[src/rtl/i2c_target.sv]
// i2c_target: I2C target engine; matches a 7-bit address, writes bytes to rx_data, reads from tx_data.
// Latency: bus events act SYNC_STAGES+1 clk after the pin change; rx_valid and tx_req are 1-clk pulses.
// Backpressure: none; SCL is never stretched, host must refresh tx_data within one SCL low phase of tx_req.
// Build option: define I2C_GENERAL_CALL_EN to ACK the general call byte 8'h00 as a write.
module i2c_target #(
    parameter logic [6:0] ADDR        = 7'h42,
    parameter int         SYNC_STAGES = 2
) (
    input  logic       clk,
    input  logic       rst,
    input  logic       scl_in,
    input  logic       sda_in,
    output logic       sda_oe,
    output logic [7:0] rx_data,
    output logic       rx_valid,
    input  logic [7:0] tx_data,
    output logic       tx_req,
    output logic       busy
);

    // Fewer than two synchroniser flops is not metastability-safe, so clamp.
    localparam int SYNC_N = (SYNC_STAGES < 2) ? 2 : SYNC_STAGES;

    typedef enum logic [2:0] {
        ST_IDLE,
        ST_ADDR,
        ST_ADDR_ACK,
        ST_RX_BYTE,
        ST_RX_ACK,
        ST_TX_BYTE,
        ST_TX_ACK,
        ST_WAIT_STOP
    } state_t;

    // ------------------------------------------------------------------
    // Input synchronisers and edge/condition detection
    // ------------------------------------------------------------------
    logic [SYNC_N-1:0] scl_sync_q, scl_sync_d;
    logic [SYNC_N-1:0] sda_sync_q, sda_sync_d;
    logic              scl_hist_q, scl_hist_d;
    logic              sda_hist_q, sda_hist_d;

    logic scl_s, sda_s;
    logic scl_rise, scl_fall;
    logic start_det, stop_det;

    // Shift the raw pins through the sync chain; history holds the previous synced level.
    always_comb begin
        scl_sync_d = {scl_sync_q[SYNC_N-2:0], scl_in};
        sda_sync_d = {sda_sync_q[SYNC_N-2:0], sda_in};
        scl_hist_d = scl_sync_q[SYNC_N-1];
        sda_hist_d = sda_sync_q[SYNC_N-1];
    end

    // Sync and history flops reset to the idle-bus level (high) so reset creates no false edges.
    always_ff @(posedge clk or negedge rst) begin
        if (!rst) begin
            scl_sync_q <= '1;
            sda_sync_q <= '1;
            scl_hist_q <= 1'b1;
            sda_hist_q <= 1'b1;
        end else begin
            scl_sync_q <= scl_sync_d;
            sda_sync_q <= sda_sync_d;
            scl_hist_q <= scl_hist_d;
            sda_hist_q <= sda_hist_d;
        end
    end

    // START/STOP need SCL high on both samples so an SDA change at an SCL edge never qualifies.
    always_comb begin
        scl_s     = scl_sync_q[SYNC_N-1];
        sda_s     = sda_sync_q[SYNC_N-1];
        scl_rise  = scl_s & ~scl_hist_q;
        scl_fall  = ~scl_s & scl_hist_q;
        start_det = scl_s & scl_hist_q & sda_hist_q & ~sda_s;
        stop_det  = scl_s & scl_hist_q & ~sda_hist_q & sda_s;
    end

    // ------------------------------------------------------------------
    // Protocol FSM
    // ------------------------------------------------------------------
    state_t     state_q, state_d;
    logic [2:0] bit_cnt_q, bit_cnt_d;
    logic [7:0] shift_q, shift_d;
    logic       byte_done_q, byte_done_d;
    logic       rw_q, rw_d;
    logic       mack_q, mack_d;
    logic       sda_oe_q, sda_oe_d;
    logic [7:0] rx_data_q, rx_data_d;
    logic       rx_valid_q, rx_valid_d;
    logic       tx_req_q, tx_req_d;
    logic       busy_q, busy_d;

    logic [7:0] shift_in;
    logic       addr_hit;

    // Address decode on the byte as it completes; 8'h00/8'h01 never match the own address.
    always_comb begin
        shift_in = {shift_q[6:0], sda_s};
        addr_hit = (shift_in[7:1] == ADDR) && (shift_in[7:1] != 7'h00);
`ifdef I2C_GENERAL_CALL_EN
        if (shift_in == 8'h00) begin
            addr_hit = 1'b1;
        end
`endif
    end

    // Next-state logic: STOP beats START beats SCL edges; SDA drive changes only on SCL fall.
    always_comb begin
        state_d     = state_q;
        bit_cnt_d   = bit_cnt_q;
        shift_d     = shift_q;
        byte_done_d = byte_done_q;
        rw_d        = rw_q;
        mack_d      = mack_q;
        sda_oe_d    = sda_oe_q;
        rx_data_d   = rx_data_q;
        rx_valid_d  = 1'b0;
        tx_req_d    = 1'b0;

        if (stop_det) begin
            state_d     = ST_IDLE;
            sda_oe_d    = 1'b0;
            bit_cnt_d   = 3'd0;
            byte_done_d = 1'b0;
            mack_d      = 1'b0;
        end else if (start_det) begin
            state_d     = ST_ADDR;
            sda_oe_d    = 1'b0;
            bit_cnt_d   = 3'd0;
            byte_done_d = 1'b0;
            mack_d      = 1'b0;
        end else begin
            case (state_q)
                ST_ADDR: begin
                    if (scl_rise) begin
                        shift_d   = shift_in;
                        bit_cnt_d = bit_cnt_q + 3'd1;
                        if (bit_cnt_q == 3'd7) begin
                            rw_d = shift_in[0];
                            if (addr_hit) begin
                                byte_done_d = 1'b1;
                            end else begin
                                state_d = ST_WAIT_STOP;
                            end
                        end
                    end else if (scl_fall && byte_done_q) begin
                        byte_done_d = 1'b0;
                        sda_oe_d    = 1'b1;
                        state_d     = ST_ADDR_ACK;
                    end
                end
                ST_ADDR_ACK: begin
                    // Any fall seen here ends the 9th (ACK) pulse.
                    if (scl_fall) begin
                        bit_cnt_d = 3'd0;
                        if (rw_q) begin
                            shift_d  = tx_data;
                            tx_req_d = 1'b1;
                            sda_oe_d = ~tx_data[7];
                            state_d  = ST_TX_BYTE;
                        end else begin
                            sda_oe_d = 1'b0;
                            state_d  = ST_RX_BYTE;
                        end
                    end
                end
                ST_RX_BYTE: begin
                    if (scl_rise) begin
                        shift_d   = shift_in;
                        bit_cnt_d = bit_cnt_q + 3'd1;
                        if (bit_cnt_q == 3'd7) begin
                            rx_data_d   = shift_in;
                            rx_valid_d  = 1'b1;
                            byte_done_d = 1'b1;
                        end
                    end else if (scl_fall && byte_done_q) begin
                        byte_done_d = 1'b0;
                        sda_oe_d    = 1'b1;
                        state_d     = ST_RX_ACK;
                    end
                end
                ST_RX_ACK: begin
                    if (scl_fall) begin
                        sda_oe_d = 1'b0;
                        state_d  = ST_RX_BYTE;
                    end
                end
                ST_TX_BYTE: begin
                    // bit_cnt counts bits already clocked out; the MSB goes out on entry.
                    if (scl_fall) begin
                        bit_cnt_d = bit_cnt_q + 3'd1;
                        if (bit_cnt_q == 3'd7) begin
                            sda_oe_d = 1'b0;
                            mack_d   = 1'b0;
                            state_d  = ST_TX_ACK;
                        end else begin
                            shift_d  = {shift_q[6:0], 1'b0};
                            sda_oe_d = ~shift_q[6];
                        end
                    end
                end
                ST_TX_ACK: begin
                    if (scl_rise) begin
                        if (sda_s) begin
                            sda_oe_d = 1'b0;
                            state_d  = ST_WAIT_STOP;
                        end else begin
                            mack_d = 1'b1;
                        end
                    end else if (scl_fall && mack_q) begin
                        mack_d    = 1'b0;
                        bit_cnt_d = 3'd0;
                        shift_d   = tx_data;
                        tx_req_d  = 1'b1;
                        sda_oe_d  = ~tx_data[7];
                        state_d   = ST_TX_BYTE;
                    end
                end
                default: begin
                    // IDLE and WAIT_STOP ignore SCL; only START/STOP move them.
                end
            endcase
        end

        busy_d = (state_d == ST_ADDR_ACK) || (state_d == ST_RX_BYTE) ||
                 (state_d == ST_RX_ACK)   || (state_d == ST_TX_BYTE) ||
                 (state_d == ST_TX_ACK);
    end

    // FSM state and registered outputs; async reset releases SDA immediately.
    always_ff @(posedge clk or negedge rst) begin
        if (!rst) begin
            state_q     <= ST_IDLE;
            bit_cnt_q   <= 3'd0;
            shift_q     <= 8'h00;
            byte_done_q <= 1'b0;
            rw_q        <= 1'b0;
            mack_q      <= 1'b0;
            sda_oe_q    <= 1'b0;
            rx_data_q   <= 8'h00;
            rx_valid_q  <= 1'b0;
            tx_req_q    <= 1'b0;
            busy_q      <= 1'b0;
        end else begin
            state_q     <= state_d;
            bit_cnt_q   <= bit_cnt_d;
            shift_q     <= shift_d;
            byte_done_q <= byte_done_d;
            rw_q        <= rw_d;
            mack_q      <= mack_d;
            sda_oe_q    <= sda_oe_d;
            rx_data_q   <= rx_data_d;
            rx_valid_q  <= rx_valid_d;
            tx_req_q    <= tx_req_d;
            busy_q      <= busy_d;
        end
    end

    assign sda_oe   = sda_oe_q;
    assign rx_data  = rx_data_q;
    assign rx_valid = rx_valid_q;
    assign tx_req   = tx_req_q;
    assign busy     = busy_q;

endmodule

[config.mk]
export PLATFORM = sky130hd
export DESIGN_NAME = i2c_target
export DESIGN_NICKNAME = d
export VERILOG_FILES = /design/src/rtl/i2c_target.sv
export SDC_FILE = /design/constraint.sdc
export NUM_CORES = 1
export LEC_CHECK = 0
export CAP_MARGIN = 25
export CORE_MARGIN = 8
export CORE_UTILIZATION = 49
export DETAILED_ROUTE_END_ITERATION = 10
export GPL_TIMING_DRIVEN = 0
export HOLD_SLACK_MARGIN = 0.03
export MAX_ROUTING_LAYER = met4
export PLACE_DENSITY_LB_ADDON = 0.25
export SYNTH_ARGS = -nofsm -noshare
export SYNTH_HDL_FRONTEND = slang
export SYNTH_SLANG_ARGS = --single-unit
[constraint.sdc]
create_clock -name clk -period 2 [get_ports clk]
set_clock_uncertainty 0.15 [all_clocks]
set_input_delay 0.3 -clock clk [delete_from_list [all_inputs] [get_ports clk]]
set_output_delay 0.3 -clock clk [all_outputs]
set_load 0.01 [all_outputs]
Yosys cells after proc, flatten, opt, wreduce, memory -nomap -nowiden

Index checks and enable logic that the tools add are counted.

Register bits after elaboration: 34
Bits of input ports: 12
Output and inout port bits: 12

Add/subtract/negate cells: 1
Eq/ne operators: 35
Muxes and demuxes: 75
Bitwise operators: 15
Reductions and logical operators: 21

Operators by type and width:

| operator                                               | number |
|---|---|
| 2-to-1 mux 3 bit                                       | 23 |
| 2-to-1 mux 7 bit                                       | 7 |
| 2-to-1 mux 1 bit                                       | 38 |
| inequality test 5 bit (second input constant)          | 6 |
| case mux 7 bit (4 select lines)                        | 1 |
| inequality test 4 bit (second input constant)          | 6 |
| equality test 3 bit (second input constant)            | 7 |
| case mux 3 bit (6 select lines)                        | 1 |
| AND reduction 5 bit                                    | 3 |
| nonzero test 7 bit                                     | 2 |
| equality test 3 x 2 -> 1 bit (second input constant)   | 4 |
| inequality test 2 bit (second input constant)          | 6 |
| case mux 3 bit (4 select lines)                        | 1 |
| nonzero test 4 bit                                     | 3 |
| AND reduction 10 bit                                   | 1 |
| inequality test 4 x 1 -> 1 bit (second input constant) | 2 |
| inverter 1 bit                                         | 8 |
| AND reduction 8 bit                                    | 1 |
| bitwise AND 1 bit                                      | 7 |
| equality test 7 bit (second input constant)            | 1 |
| case mux 1 bit (2 select lines)                        | 3 |
| AND reduction 6 bit                                    | 1 |
| nonzero test 6 bit                                     | 1 |
| case mux 1 bit (5 select lines)                        | 1 |
| other kinds (8)                                        | 13 |

Depth between registers and ports, before layout

Depth after elaboration: 13
Depth in mapped cells: 9

Worst setup path before layout

OpenSTA, ideal clock, no wires.

Path kind: flip-flop to flip-flop
From: register scl_sync_q[1]
To: register shift_q[0]
Library setup time: 0.125 ns
Arrival time: 1.892 ns
Data required time: 1.725 ns
Setup slack: -0.167 ns
Stages on the path, launching flop included: 7
Clock period less this slack: 2.167 ns
Cell sequence: dfstp_2 -> nor2b_1 -> buf_2 -> a22oi_2 -> o21a_1 -> nor3_4 -> mux2_4

Cells in the longest elaborated chain, start to end: 5
Elaborated cells between the ends (all ways): 17
Classes of those cells: eq/ne (5); bitwise (10); reduce/logical (2)

RTL lines:

| what                                                              | RTL line   | source |
|---|---|---|
| start: declaration                                                | 38         | `logic [SYNC_N-1:0] scl_sync_q, scl_sync_d;` |
| start signal: assignment                                          | 63         | `scl_sync_q <= scl_sync_d;` |
| bitwise AND 1 bit or inverter 1 bit (tied branches)               | 76, 77, 75 |  |
| bitwise AND 1 bit, on equally long branches                       | 77, 75, 76 |  |
| bitwise AND 1 bit (tied with other cells)                         | 77         | `stop_det = scl_s & scl_hist_q & ~sda_hist_q & sda_s;` |
| inverter 1 bit (no line) or inequality test 2 bit (tied branches) | --         |  |
| AND reduction 10 bit (no line) (*)                                | --         |  |
| end signal: assignment                                            | 249        | `shift_q <= shift_d;` |
| end: declaration                                                  | 85         | `logic [7:0] shift_q, shift_d;` |

Mark *: on every way between the ends. The rest lies on a longest branch, timed or not.
A chain may end at the register's enable or synchronous reset.

Final worst setup path

From: register scl_hist_q
To: register shift_q[1]

Cells in the longest elaborated chain, start to end: 5
Elaborated cells between the ends (all ways): 17
Classes of those cells: eq/ne (5); bitwise (10); reduce/logical (2)

RTL lines:

| what                                                      | RTL line | source |
|---|---|---|
| start: declaration                                        | 40       | `logic scl_hist_q, scl_hist_d;` |
| start signal: assignment                                  | 65       | `scl_hist_q <= scl_hist_d;` |
| bitwise AND 1 bit                                         | 76, 77   |  |
| bitwise AND 1 bit, on equally long branches (2 in series) | 77, 76   |  |
| inverter 1 bit (no line)                                  | --       |  |
| AND reduction 10 bit (no line) (*)                        | --       |  |

Marked as above.

==> flow_metrics.env <==
export IMPL_cts_tree="done"
export IMPL_setup_viol=7
export IMPL_synth_cell_types=45
export IMPL_grt_max_degree=35
export IMPL_grt_setup_unrepaired="true"
export IMPL_tns_ps=-444.2
export IMPL_fin_crit_sh_pct=103.3
export IMPL_cts_max_path_buffers=2
export IMPL_synth_avg_cell_area_um2=10.52
export IMPL_die_area_um2=5947
export IMPL_worst_pin_slew_ps=754.0
export IMPL_die_h_um=77.12
export IMPL_drc=0
export IMPL_seq_area_frac_synth_pct=46.89
export IMPL_violations="negative setup slack"
export IMPL_first_pass_iters=4
export IMPL_place_ws_ps=-343.0
export IMPL_slew_limit_headroom_pct=49.73
export IMPL_syn_num_nets=188
export IMPL_rows=22
export IMPL_clock_sinks=34
export IMPL_synth_edf_count=0
export IMPL_cp_start_kind="register"
export IMPL_maxCapViolations=0
export IMPL_grt_pass1_vias=1538
export IMPL_finalHoldViolations=0
export IMPL_irDropWorstVdd_mv=0.6357
export IMPL_end_kind="register"
export IMPL_n_fill_cell=301
export IMPL_pwr_density_cell_nw_per_um2=1263
export IMPL_synth_seq_cells=34
export IMPL_path_class="register to register"
export IMPL_ant_nets=0
export IMPL_start_util_pct=50.38
export IMPL_outcome="finished, violations left"
export IMPL_seq_area_um2=860.8
export IMPL_synthCells=174
export IMPL_cp_required_ps=2030
export IMPL_fp_dieW_um=77.12
export IMPL_path_max_fanout=7
export IMPL_setup_ws_ps=-66.62
export IMPL_grt_pass1_wl_mm=7.314
export IMPL_clock_latency_ps=290
export IMPL_synth_ff_type="dfrtp_1"
export IMPL_wirelength_mm=4.412
export IMPL_vias=1526
export IMPL_cp_arrival_ps=2100
export IMPL_layout_nets=231
export IMPL_track_usage_pct=15.32
export IMPL_core_area_um2=3633
export IMPL_place_hpwl_mm=2.924
export IMPL_fin_crit_ps=2067
export IMPL_dr_first_iter_drc_count=131
export IMPL_h_tree_depth=2
export IMPL_p_leak_uw=0.0009878
export IMPL_diodes=0
export IMPL_final_area_um2=2411
export IMPL_async_flop_share_pct=100.0
export IMPL_clk_pin_slew_ps=70
export IMPL_yosysWarnings=0
export IMPL_pin_count=24
export IMPL_min_path_type="register to register"
export IMPL_fmax_mhz=483.9
export IMPL_wl_per_cell_um=16.65
export IMPL_cts_buffers=5
export IMPL_gp_congestion=0.8491
export IMPL_maxSlewViolCount=0
export IMPL_grt_overflow=0
export IMPL_io_buffers=23
export IMPL_multi_input_area_um2=1007
export IMPL_cts_root_buf="clkbuf_8"
export IMPL_antenna_found_initial=0
export IMPL_routed_via_density=5.758
export IMPL_syn_area_um2=1831
export IMPL_postPlaceCellArea_um2=2140
export IMPL_drive_above_1_share_pct=35.94
export IMPL_area_delta_synth_final_pct=31.72
placed cells by master (no fill, tap or decap), types with 3 or more instances in the layout:
master           count
nor2_1              11
buf_4               12
a21oi_2              3
mux2_2              15
clkdlybuf4s50_1     22
a31oi_1              5
nor2_4               4
dfrtp_1             26
nor3_1               4
o22ai_1              4
o21ai_0              5
nor2b_1              8
dfstp_2              6
a21oi_1              5
clkbuf_8             5
clkbuf_2             4
mux2_4               7
nand2_1             17
worst max-delay path, cell delays in order (launching register included):
cell     delay (ps)
dfstp_2         590
nor2b_1          60
buf_4           150
buf_6           120
a21oi_2         130
o21ai_2          90
nor3_4          210
buf_12          160
mux2_4          290
synthesized netlist by cell type (2+ instances only):
library cell | count | area share (%)
mux2_4 | 7 | 5.7
a21boi_0 | 2 | 0.82
nor2b_1 | 8 | 2.7
o22ai_1 | 4 | 1.4
nor2_2 | 2 | 0.68
nor3_1 | 4 | 1.1
clkbuf_1 | 4 | 0.82
nand2b_1 | 4 | 1.4
mux2_2 | 15 | 9.2
nand3_1 | 2 | 0.55
o21ai_0 | 7 | 1.9
ha_1 | 2 | 1.4
a31oi_1 | 5 | 1.7
nor3b_1 | 2 | 0.82
dfstp_2 | 6 | 8.6
a21oi_1 | 8 | 2.2
buf_2 | 3 | 0.82
or3b_2 | 2 | 0.96
dfrtp_1 | 28 | 38
o21a_1 | 2 | 0.82
a22o_1 | 2 | 0.96
nand2_1 | 18 | 3.7
inv_1 | 3 | 0.62
o211ai_1 | 2 | 0.82
nor2_1 | 12 | 2.5
final cells by class:
type / count / share of cell area [%]
sequential: 34 / 35.70
tap: 48 / 2.491
multi-input combinational: 129 / 41.77
buffer: 7 / 1.920
clock inverter: 1 / 0.3114
clock buffer: 6 / 3.010
timing repair buffer: 36 / 14.17
inverter: 4 / 0.6227
logic make-up (layout without fill, tap and decap cells):
group	after synthesis	in the layout	share of synthesized area [%]
AO/OA/AOI/OAI	43	43	15.93
XOR/XNOR	1	1	0.4786
adder cells (fa/ha/maj)	2	2	1.367
buffers and inverters	12	54	3.075
flip-flops	34	34	46.89
multiplexers	22	22	14.97
AND/OR/NAND/NOR	60	61	17.29
timing repair:
item / CTS / global route
pin swaps: 4 / 6
gates cloned: 0 / 1
hold buffers: 1 / 0
buffers inserted: 10 / 2
resized for setup: 10 / 18
endpoints found under the hold margin: 28 / 0
setup endpoints to repair: 18 / 20
through the flow:
step / instances / power [uW] / utilization (%) / hold WS [ps]
after global placement: 245 / 2261 / 59.02 / 197.1
after global routing: 265 / 3231 / 66.36 / 210.8
after CTS: 263 / 2950 / 64.70 / 207.3
after floorplan: 174 / 1954 / - / -145.6
final: 265 / 3044 / 66.36 / 207.2
after detailed placement: 245 / 2279 / 58.88 / 197.5
final timing paths:
check	startpoint	endpoint	slack, ps	depth (start not counted)
worst max-delay path	scl_hist_q	shift_q[1]	-70	8
worst min-delay path	sda_sync_q[0]	sda_sync_q[1]	210	0
worst max register to register	scl_hist_q	shift_q[1]	-70	8
worst min register to register	sda_sync_q[0]	sda_sync_q[1]	210	0
max in group asynchronous	rst	state_q[0]	720	2
min in group asynchronous	rst	tx_req	460	2
power by group:
part	switching (uW)	internal (uW)	leakage (uW)
clock	247	238	0.0000373
combinational	783	778	0.000522
sequential	149	848	0.000428
per-layer routing:
metal / vias to the layer above / GRT usage [%] / share of wire [%]
met3: 12 / 4.779 / 6.8
met2: 71 / 23.67 / 50
met4: 0 / 6.604 / 2.1
li1: 713 / - / -
met1: 730 / 17.93 / 41
met5: - / - / 0
registers in the layout (all words and copies together), names as in the netlist, 2 cells and up:
register / flops
bit_cnt_q: 3
scl_sync_q: 2
rx_data: 8
state_q: 3
shift_q: 7
sda_sync_q: 2
No activity file was read; power rests on OpenSTA's default activity.
